--- src/rtl/drum_column_sequencer.sv ---
// Column sequencer for the drum-mesh finite-difference update.
// Loads and walks the u_n / u_n-1 banks and feeds the compute datapath.
module drum_column_sequencer #(
    parameter int ROWS      = 30,
    parameter int ADDR_W    = 5,
    parameter int AUDIO_ROW = 15
) (
    input  logic              clk,
    input  logic              rst,
    input  logic              init_start,
    input  logic [17:0]       init_data,
    output logic [ADDR_W-1:0] init_addr,
    input  logic              step_start,
    output logic              step_done,
    output logic              ready,
    output logic              busy,
    output logic [ADDR_W-1:0] un_raddr,
    output logic [ADDR_W-1:0] un_waddr,
    output logic [ADDR_W-1:0] unm1_raddr,
    output logic [ADDR_W-1:0] unm1_waddr,
    output logic              un_we,
    output logic              unm1_we,
    output logic [17:0]       un_d,
    output logic [17:0]       unm1_d,
    input  logic [17:0]       un_q,
    input  logic [17:0]       unm1_q,
    output logic [17:0]       cu_center,
    output logic [17:0]       cu_up,
    output logic [17:0]       cu_down,
    output logic [17:0]       cu_prev,
    output logic              cu_valid,
    output logic [ADDR_W-1:0] cu_row,
    input  logic [17:0]       cu_result,
    output logic [17:0]       audio_sample,
    output logic [15:0]       step_count
);

    typedef enum logic [3:0] {
        S_IDLE,
        S_INIT,
        S_READY,
        S_PRIME,
        S_PWAIT,
        S_RD,
        S_WT,
        S_CMP,
        S_WB,
        S_DONE
    } state_t;

    localparam logic [ADDR_W-1:0] LAST = ADDR_W'(ROWS - 1);
    localparam logic [ADDR_W-1:0] AUD  = ADDR_W'(AUDIO_ROW);
    localparam logic [ADDR_W-1:0] ONE  = ADDR_W'(1);

    state_t            state_q, state_d;
    logic [ADDR_W-1:0] row_q, row_d;
    logic [17:0]       center_q, center_d;
    logic [17:0]       up_q, up_d;
    logic [17:0]       down_q, down_d;
    logic [17:0]       prev_q, prev_d;
    logic [17:0]       result_q, result_d;
    logic [17:0]       audio_q, audio_d;
    logic [15:0]       count_q, count_d;
    logic [ADDR_W-1:0] rd_next;

    // The up-neighbour read clamps at the last row; its data is zeroed later.
    assign rd_next = (row_q == LAST) ? LAST : row_q + ONE;

    always_ff @(posedge clk) begin
        if (rst) begin
            state_q  <= S_IDLE;
            row_q    <= '0;
            center_q <= '0;
            up_q     <= '0;
            down_q   <= '0;
            prev_q   <= '0;
            result_q <= '0;
            audio_q  <= '0;
            count_q  <= '0;
        end else begin
            state_q  <= state_d;
            row_q    <= row_d;
            center_q <= center_d;
            up_q     <= up_d;
            down_q   <= down_d;
            prev_q   <= prev_d;
            result_q <= result_d;
            audio_q  <= audio_d;
            count_q  <= count_d;
        end
    end

    always_comb begin
        state_d    = state_q;
        row_d      = row_q;
        center_d   = center_q;
        up_d       = up_q;
        down_d     = down_q;
        prev_d     = prev_q;
        result_d   = result_q;
        audio_d    = audio_q;
        count_d    = count_q;
        init_addr  = '0;
        un_raddr   = '0;
        unm1_raddr = '0;
        un_waddr   = '0;
        unm1_waddr = '0;
        un_we      = 1'b0;
        unm1_we    = 1'b0;
        un_d       = '0;
        unm1_d     = '0;
        unique case (state_q)
            S_IDLE: begin
                if (init_start) begin
                    state_d = S_INIT;
                    row_d   = '0;
                end
            end
            S_INIT: begin
                init_addr  = row_q;
                un_waddr   = row_q;
                unm1_waddr = row_q;
                un_we      = 1'b1;
                unm1_we    = 1'b1;
                un_d       = init_data;
                unm1_d     = init_data;
                if (row_q == LAST) begin
                    state_d = S_READY;
                    row_d   = '0;
                end else begin
                    row_d = row_q + ONE;
                end
            end
            S_READY: begin
                if (init_start) begin
                    state_d = S_INIT;
                    row_d   = '0;
                end else if (step_start) begin
                    state_d = S_PRIME;
                end
            end
            S_PRIME: begin
                un_raddr = '0;
                row_d    = '0;
                state_d  = S_PWAIT;
            end
            S_PWAIT: begin
                center_d = un_q;
                down_d   = '0;
                row_d    = '0;
                state_d  = S_RD;
            end
            S_RD: begin
                un_raddr   = rd_next;
                unm1_raddr = row_q;
                state_d    = S_WT;
            end
            S_WT: begin
                un_raddr   = rd_next;
                unm1_raddr = row_q;
                up_d       = (row_q == LAST) ? '0 : un_q;
                prev_d     = unm1_q;
                state_d    = S_CMP;
            end
            S_CMP: begin
                un_raddr   = rd_next;
                unm1_raddr = row_q;
                result_d   = cu_result;
                state_d    = S_WB;
            end
            S_WB: begin
                un_waddr   = row_q;
                unm1_waddr = row_q;
                un_we      = 1'b1;
                unm1_we    = 1'b1;
                un_d       = result_q;
                unm1_d     = center_q;
                if (row_q == AUD) begin
                    audio_d = result_q;
                end
                down_d   = center_q;
                center_d = up_q;
                if (row_q == LAST) begin
                    row_d   = '0;
                    state_d = S_DONE;
                end else begin
                    row_d   = row_q + ONE;
                    state_d = S_RD;
                end
            end
            S_DONE: begin
                count_d = count_q + 16'd1;
                state_d = S_READY;
            end
            default: begin
                state_d = S_IDLE;
            end
        endcase
    end

    assign ready        = (state_q == S_READY);
    assign busy         = (state_q != S_IDLE) && (state_q != S_READY);
    assign step_done    = (state_q == S_DONE);
    assign cu_valid     = (state_q == S_CMP);
    assign cu_row       = row_q;
    assign cu_center    = center_q;
    assign cu_up        = up_q;
    assign cu_down      = down_q;
    assign cu_prev      = prev_q;
    assign audio_sample = audio_q;
    assign step_count   = count_q;

endmodule
--- config.mk ---
export PLATFORM = sky130hd
export DESIGN_NAME = drum_column_sequencer
export DESIGN_NICKNAME = d
export VERILOG_FILES = /design/src/rtl/drum_column_sequencer.sv
export SDC_FILE = /design/constraint.sdc
export NUM_CORES = 1
export LEC_CHECK = 0
export BUFFER_PORTS_ARGS = -buffer_cell sky130_fd_sc_hd__buf_2
export CAP_MARGIN = 20
export CORE_MARGIN = 5
export CORE_UTILIZATION = 37
export DETAILED_ROUTE_END_ITERATION = 12
export PLACE_DENSITY = 0.65
export SLEW_MARGIN = 20
export SYNTH_ARGS = -nofsm -noshare
export SYNTH_HDL_FRONTEND = slang
export SYNTH_SLANG_ARGS = --single-unit
export TNS_END_PERCENT = 30
--- constraint.sdc ---
create_clock -name clk -period 2.3 [get_ports clk]
set_input_delay 0.345 -clock clk [delete_from_list [all_inputs] [get_ports clk]]
set_output_delay 0.345 -clock clk [all_outputs]
set_load 0.005 [all_outputs]
==> results of run 1 <==
==> worst reg2reg max path, stage by stage (launching register included) <==
cell,delay (ns)
dfxtp_1,0.39
inv_1,0.09
ha_1,0.19
and4_1,0.24
nor2_2,0.67
a22oi_1,0.17
nor2_1,0.14
==> final cells by class <==
type                            count  area [um^2]  area share
Clock buffer                       17        425.4     0.05475
Multi-Input combinational cell    496         2745      0.3533
Tap cell                          188        235.2     0.03027
Timing Repair Buffer              274         1510      0.1944
Clock inverter                     14        160.2     0.02061
Antenna cell                        1        2.502   0.0003221
Inverter                            6        22.52    0.002899
Sequential cell                   133         2669      0.3435
==> power by group <==
part,switching (mW),internal (mW),total [mW]
clock,1.00,1.69,2.69
sequential,0.107,2.36,2.47
combinational,0.348,0.333,0.681
==> Yosys cell counts, types with 2 or more instances <==
master,count
nor2b_1,3
or3_1,4
a22oi_1,38
nor2_1,75
buf_1,3
clkbuf_1,30
o31ai_1,2
dfxtp_1,133
or2_2,2
a22o_1,36
xor2_1,9
and3_1,2
buf_4,12
nor3_1,6
nand2b_1,2
xnor2_1,3
inv_1,5
a211oi_1,3
o21ai_0,6
or4_1,5
nand2_1,156
ha_1,4
and2_1,15
nand3_1,8
nand4_1,5
a21oi_1,73
a311oi_1,18
a31oi_1,2
buf_2,16
nor2_2,2
==> cell families (layout without fill, tap and decap cells) <==
group           count (synthesis)  count (layout)
buf+inv                        67             311
xor+xnor                       12              12
compound gates                181             181
mux                             2               2
flops                         133             133
simple gates                  297             297
fa+ha+maj                       4               4
other cells                     0               1
==> state kept, by name, indices dropped and copies added (netlist names), 5 cells and up <==
signal,count
cu_up,18
cu_down,18
cu_prev,18
audio_sample,18
result_q,18
step_count,16
cu_center,18
cu_row,5
==> worst min path at each step <==
stage	end	from	slack, ns
after floorplan	audio_sample[0]	result_q[0]	0.44
after global placement	cu_prev[14]	cu_prev[14]	0.44
final	cu_prev[10]	unm1_q[10]	0.17
after detailed placement	audio_sample[1]	audio_sample[1]	0.44
after CTS	cu_prev[7]	unm1_q[7]	0.15
after global routing	cu_prev[1]	unm1_q[1]	0.15
==> per-layer routing <==
| layer | track usage | part of all wire | up-vias |
|---|---|---|---|
| met5 | 0 | 0 | - |
| met4 | 0.04581 | 0.0089 | 0 |
| met3 | 0.06264 | 0.074 | 15 |
| met2 | 0.3151 | 0.47 | 212 |
| met1 | 0.2533 | 0.45 | 2716 |
| li1 | - | - | 2886 |
==> repair_timing <==
action,in CTS,in global routing
endpoints found under the setup margin,53,56
pin swaps,0,2
endpoints found under the hold margin,0,0
gates resized for setup,3,4
buffers inserted,0,1
gates cloned,0,1
==> metrics.md, run 1 <==
| Metric | Value |
|---|---|
| Status | complete, no violations |
| Vias in the first global route | ~5300 |
| Overall Power | 5.838 mW |
| Slew headroom | 0.4314 |
| DR iter-0 viols | approximately 290 |
| Routed WL per cell | 16.34 um |
| Crit-path leading delay family | simple AND/OR/NAND/NOR gates |
| Most frequent cells in the layout | buf_2 (252), nand2_1 (156), dfxtp_1 (128), nor2_1 (74), a21oi_1 (73) |
| Port buffer count | approximately 250 |
| Critical Path Stages | 4 |
| Final wirelength | roughly 18 mm |
| Chip height | between 100 and 150 um |
| Fin Setup TNS | 0 ns |
| Worst Path Buf+Inv | 1 |
| Vias | 5829 |
| Worst path arrival time | around 1.8 ns |
| Compound-gate portion of the synthesized area | 0.2148 |
| Cells after DPL | about 1100 |
| Post-synth ARST share | 0 |
| Max Clk Rate | between 400 and 500 MHz |
| Max cap viols | 0 |
| Initial Util | 0.3769 |
| Yosys cell types | 48 |
| Final Setup Violations | 0 |
| Leading post-synthesis cells by cell area | dfxtp_1 (47%), nand2_1 (10%), a21oi_1 (6.4%) |
| Vias per cell | around 5.2 |
| Clock sinks | 133 |
| Critical Path, Cell by Cell | or2_2 -> nor2_2 -> and2_1 -> buf_2 |
| Area after DPL | 7137 um^2 |
| Hold WC Path Type | in -> reg |
| Seq cells post-synth | about 130 |
| Post-synthesis net count | 776 |
| Largest family of logic cells by synthesized area | simple AND/OR/NAND/NOR gates |
| Later-pin clock latency in the skew report | between 0.4 and 0.5 ns |
| Util after Layout | 0.5130 |
| Clk slew on worst S/H paths | about 0.060 ns |
| Max Clock Skew | 0.005277 ns |
| Synth warn | 0 |
| GRT overflow | 0 |
| Post-synth EDFFs | 0 |
| Share of layout cells above drive strength 1 | 0.3457 |
| I/O pins | 254 |
| Place WS | 0.3010 ns |
| Fin area | 7770 um^2 |
| Synth Area in Simple Gates | 0.2324 |
| CP max stage delay | between 0.4 and 0.5 ns |
| Top-area cell type share of the netlist area | 0.4665 |
| Dominant cell type by area after synthesis | dfxtp_1 |
| Number of iterations in the first detailed-routing pass | 8 |
| Startpoint types | flip-flop |
| First-pass GRT wire length | 28.33 mm |
| CP Class | reg -> out |
| Post-synthesis sequential area ratio | 0.4665 |
| Final ANT Viol Nets | 0 |
| Mux contribution to synthesized area | 0.003726 |
| Post-synthesis cell count | between 600 and 700 |
| Commonest non-fill, non-tap cell in the layout | buf_2 |
| Period utilisation layout | 0.9379 |
| Nets | 1008 |
| Die Wd | 134.2 um |
| Layout fillers | 1487 |
| Root Driver | clkbuf_16 |
| TritonCTS Buffers | 17 |
| Power Dens Cells | 751.4 nW/um^2 |
| Mapped Area | about 5700 um^2 |
| Final hold violation count | 0 |
| Max clock buf depth | 2 |
| Crit path required time | roughly 2 ns |
| Pleak | 3.470 nW |
| Htree depth | 4 |
| TritonCTS clock tree | built |
| Adder-Cell Fraction of Synth Area | 0.008768 |
| Worst Setup EP | un_waddr[3] |
| Crit-path max FO | 15 |
| Largest net degree at the start of global routing | 69 |
| Crit. End Element | output port |
| Pins Over Slew Limit | 0 |
| Area grow syn2layout | 36.12% |
| Core Area | ~15000 um^2 |
| DP HPWL | 13.12 mm |
| Full die area | 18010 um^2 |
| Non-filler instance count after layout | approximately 1100 |
| Syn avg cell area | 8.201 um^2 |
| Max rail drop VDD | 0.4716 mV |
| Initial antenna violation count | 0 |
| Actual slew at the worst max-slew pin | 0.8520 ns |
| RSZ-0062 raised after global routing | no |
| Remaining DRCs | 0 |
| R2r startpoint | cu_row[1] |
| Cts hold-fix bufs | 0 |
| Final hold slack | around 0.17 ns |
| Critical path startpoint | state_q[1] |
| Top_reg_cell synth | dfxtp_1 |
| R2R setup slack | around 0.35 ns |
| Tmin final | 2.157 ns |
| Worst r2r dst | cu_up[6] |
| Xor/xnor cell area share of the yosys netlist | 0.01841 |
| Hold Path Stages | 3 |
| Setup ws final | 0.1427 ns |
| Reg2reg path depth | 6 |
| Total track usage | 0.1945 |
| Crit-path slowest cell | dfxtp_2 |
| Cell row count | 45 |
| RD Place Congestion | 0.7999 |
Note: power is estimated with default switching activity, not from simulation.
==> run 2: changes to the inputs <==
--- a/config.mk
+++ b/config.mk
@@ -11,6 +11,7 @@
 export CORE_UTILIZATION = 37
 export DETAILED_ROUTE_END_ITERATION = 12
 export PLACE_DENSITY = 0.65
+export SETUP_SLACK_MARGIN = 0.2
 export SLEW_MARGIN = 20
 export SYNTH_ARGS = -nofsm -noshare
 export SYNTH_HDL_FRONTEND = slang
==> run 2 against run 1 <==
Compared with the run above:
- power is 2.8% higher
- non-clock buffer count is 29 higher
- global-route usage is 0.97 points higher
- sequential share of layout area is 1.6 points lower
- count of clock-buffer cells in the layout stayed put
- combinational power is 23% higher
- first-iteration DRC count is 30% higher
- flip-flop and latch count stayed put
==> metrics.md, run 2 (synthesis gave the netlist of run 1 again) <==
| Metric | Value |
|---|---|
| Core Area | 15150 um^2 (unchanged) |
| Non-filler instance count after layout | 1157 (was 1129) |
| Critical Path Stages | 7 (was 4) |
| Crit-path slowest cell | dfxtp_4 (was dfxtp_2) |
| Vias per cell | 5.195 (was 5.163) |
| Crit path top cell by count | buf_6 |
| Worst Hold Launch | unm1_q[10] (unchanged) |
| Period utilisation layout | 0.9220 (was 0.9379) |
| Initial antenna violation count | 0 (unchanged) |
| Nets | 1037 (was 1008) |
| CP Class | reg -> out (unchanged) |
| Cell row count | 45 (unchanged) |
| Most frequent cells in the layout | buf_2 (249), nand2_1 (156), dfxtp_1 (126), nor2_1 (74), a21oi_1 (72) (was buf_2 (252), nand2_1 (156), dfxtp_1 (128), nor2_1 (74), a21oi_1 (73)) |
| Fin Setup TNS | 0 ns (unchanged) |
| Remaining DRCs | 0 (unchanged) |
| R2R setup slack | 0.35 ns (about the same) |
| Reg2reg path depth | 6 (unchanged) |
| Status | complete, no violations (unchanged) |
| Final Setup Violations | 0 (unchanged) |
| TritonCTS Buffers | 17 (unchanged) |
| Full die area | 18010 um^2 (unchanged) |
| Slew headroom | 0.4218 (was 0.4314) |
| Worst path arrival time | 1.78 ns (was 1.81 ns) |
| R2r startpoint | state_q[0] (was cu_row[1]) |
| Total track usage | 0.2042 (was 0.1945) |
| Routed WL per cell | 17.15 um (was 16.34 um) |
| First-pass GRT wire length | 29.48 mm (was 28.33 mm) |
| I/O pins | 254 (unchanged) |
| Cts hold-fix bufs | 0 (unchanged) |
| Hold WC Path Type | in -> reg (unchanged) |
| Power Dens Cells | 731.1 nW/um^2 (was 751.4 nW/um^2) |
| Max Clk Rate | 471.5 MHz (was 463.5 MHz) |
| Later-pin clock latency in the skew report | 0.41 ns (about the same) |
| Tmin final | 2.121 ns (was 2.157 ns) |
| Startpoint types | flip-flop (unchanged) |
| TritonCTS clock tree | built (unchanged) |
| Worst hold path endpoint | cu_prev[10] (unchanged) |
| Chip height | 134.2 um (unchanged) |
| CP max stage delay | 0.35 ns (was 0.42 ns) |
| Port buffer count | 253 (unchanged) |
| Final wirelength | 19.85 mm (was 18.45 mm) |
| Worst Path Buf+Inv | 5 (was 1) |
| Pleak | 3.687 nW (was 3.470 nW) |
| Fin area | 8210 um^2 (was 7770 um^2) |
| Worst r2r dst | cu_up[6] (unchanged) |
| Clock sinks | 133 (unchanged) |
| Final hold violation count | 0 (unchanged) |
| Max rail drop VDD | 0.4784 mV (was 0.4716 mV) |
| Max clock buf depth | 2 (unchanged) |
| Number of iterations in the first detailed-routing pass | 5 (was 8) |
| Crit. End Element | output port (unchanged) |
| Commonest non-fill, non-tap cell in the layout | buf_2 (unchanged) |
| Root Driver | clkbuf_16 (unchanged) |
| Initial Util | 0.3769 (unchanged) |
| Die Wd | 134.2 um (unchanged) |
| Vias in the first global route | 5401 (was 5329) |
| Crit-path max FO | 4 (was 15) |
| Pins Over Slew Limit | 0 (unchanged) |
| Critical Path, Cell by Cell | buf_6 -> nor4b_4 -> buf_4 -> buf_6 -> clkbuf_16 -> a22o_1 -> buf_2 (was or2_2 -> nor2_2 -> and2_1 -> buf_2) |
| Diodes inserted | 0 (was 1) |
| Vias | 6011 (was 5829) |
| Largest net degree at the start of global routing | 69 (unchanged) |
| Cells after DPL | 1095 (unchanged) |
| DP HPWL | 13.12 mm (unchanged) |
| Area after DPL | 7137 um^2 (unchanged) |
| Crit-path leading delay family | buffers and inverters (was simple AND/OR/NAND/NOR gates) |
| Actual slew at the worst max-slew pin | 0.8663 ns (was 0.8520 ns) |
| RD Place Congestion | 0.7999 (unchanged) |
| Area grow syn2layout | 43.84% (was 36.12%) |
| Htree depth | 4 (unchanged) |
| DR iter-0 viols | 372 (was 287) |
| Final ANT Viol Nets | 0 (unchanged) |
| RSZ-0062 raised after global routing | yes (was no) |
| Crit path required time | 1.96 ns (about the same) |
| Setup ws final | 0.1793 ns (was 0.1427 ns) |
| Max cap viols | 0 (unchanged) |
| Max Clock Skew | 0.006475 ns (was 0.005277 ns) |
| Hold Path Stages | 3 (unchanged) |
| Place WS | 0.3010 ns (unchanged) |
| Share of layout cells above drive strength 1 | 0.3736 (was 0.3457) |
| Clk slew on worst S/H paths | 0.06 ns (about the same) |
| GRT overflow | 0 (unchanged) |
run 2: what timing repair did:
action                                  4_1_cts  5_1_grt
buffers inserted                              9       14
cloned                                        5        3
endpoints found under the setup margin       65       58
gates resized for setup                      19       17
pin swaps                                     1        2
run 2: report_power, final:
| group | leakage [nW] | internal (mW) | switching [mW] |
|---|---|---|---|
| Sequential | 1.08 | 2.36 | 0.0992 |
| Clock | 0.285 | 1.69 | 1.01 |
| Combinational | 2.33 | 0.434 | 0.406 |
run 2: area by class of cell:
class	instances	area, um^2
fill	1447	6935
multi-input combinational	496	2790
sequential	133	2686
timing repair buffer	303	1891
clock buffer	17	425.4
tap	188	235.2
clock inverter	14	160.2
inverter	6	22.52
run 2: worst max-delay path by stage:
stage,startpoint,endpoint,slack [ns]
floorplan,cu_row[0],cu_row[4],0.52
CTS,state_q[2],unm1_d[4],0.16
detailed placement,cu_row[1],cu_up[6],0.30
finish,state_q[3],un_d[4],0.18
global route,state_q[3],init_addr[3],0.09
global placement,cu_row[1],cu_up[16],0.37
run 2: worst register-to-register path: stages, from the launching register on:
cell       delay, ns
dfxtp_4         0.37
buf_12          0.14
buf_4           0.13
nand4bb_2       0.25
nor2_2          0.68
a22oi_1         0.17
nor2_1          0.13
run 2: stage by stage:
step	total power [mW]	utilization	hold slack (ns)
floorplan	2.846	-	0.4448
global placement	3.162	0.4712	0.4380
detailed placement	3.165	0.4712	0.4440
CTS	5.976	0.5239	0.1492
global route	6.250	0.5421	0.1501
finish	6.002	0.5421	0.1663
run 2: per-layer routing:
layer / vias up / track usage / wire, um
met2: 239 / 0.3260 / 9438
met5: - / 0 / 0
li1: 2950 / - / -
met3: 18 / 0.06302 / 1495
met4: 0 / 0.04977 / 247
met1: 2804 / 0.2709 / 8664
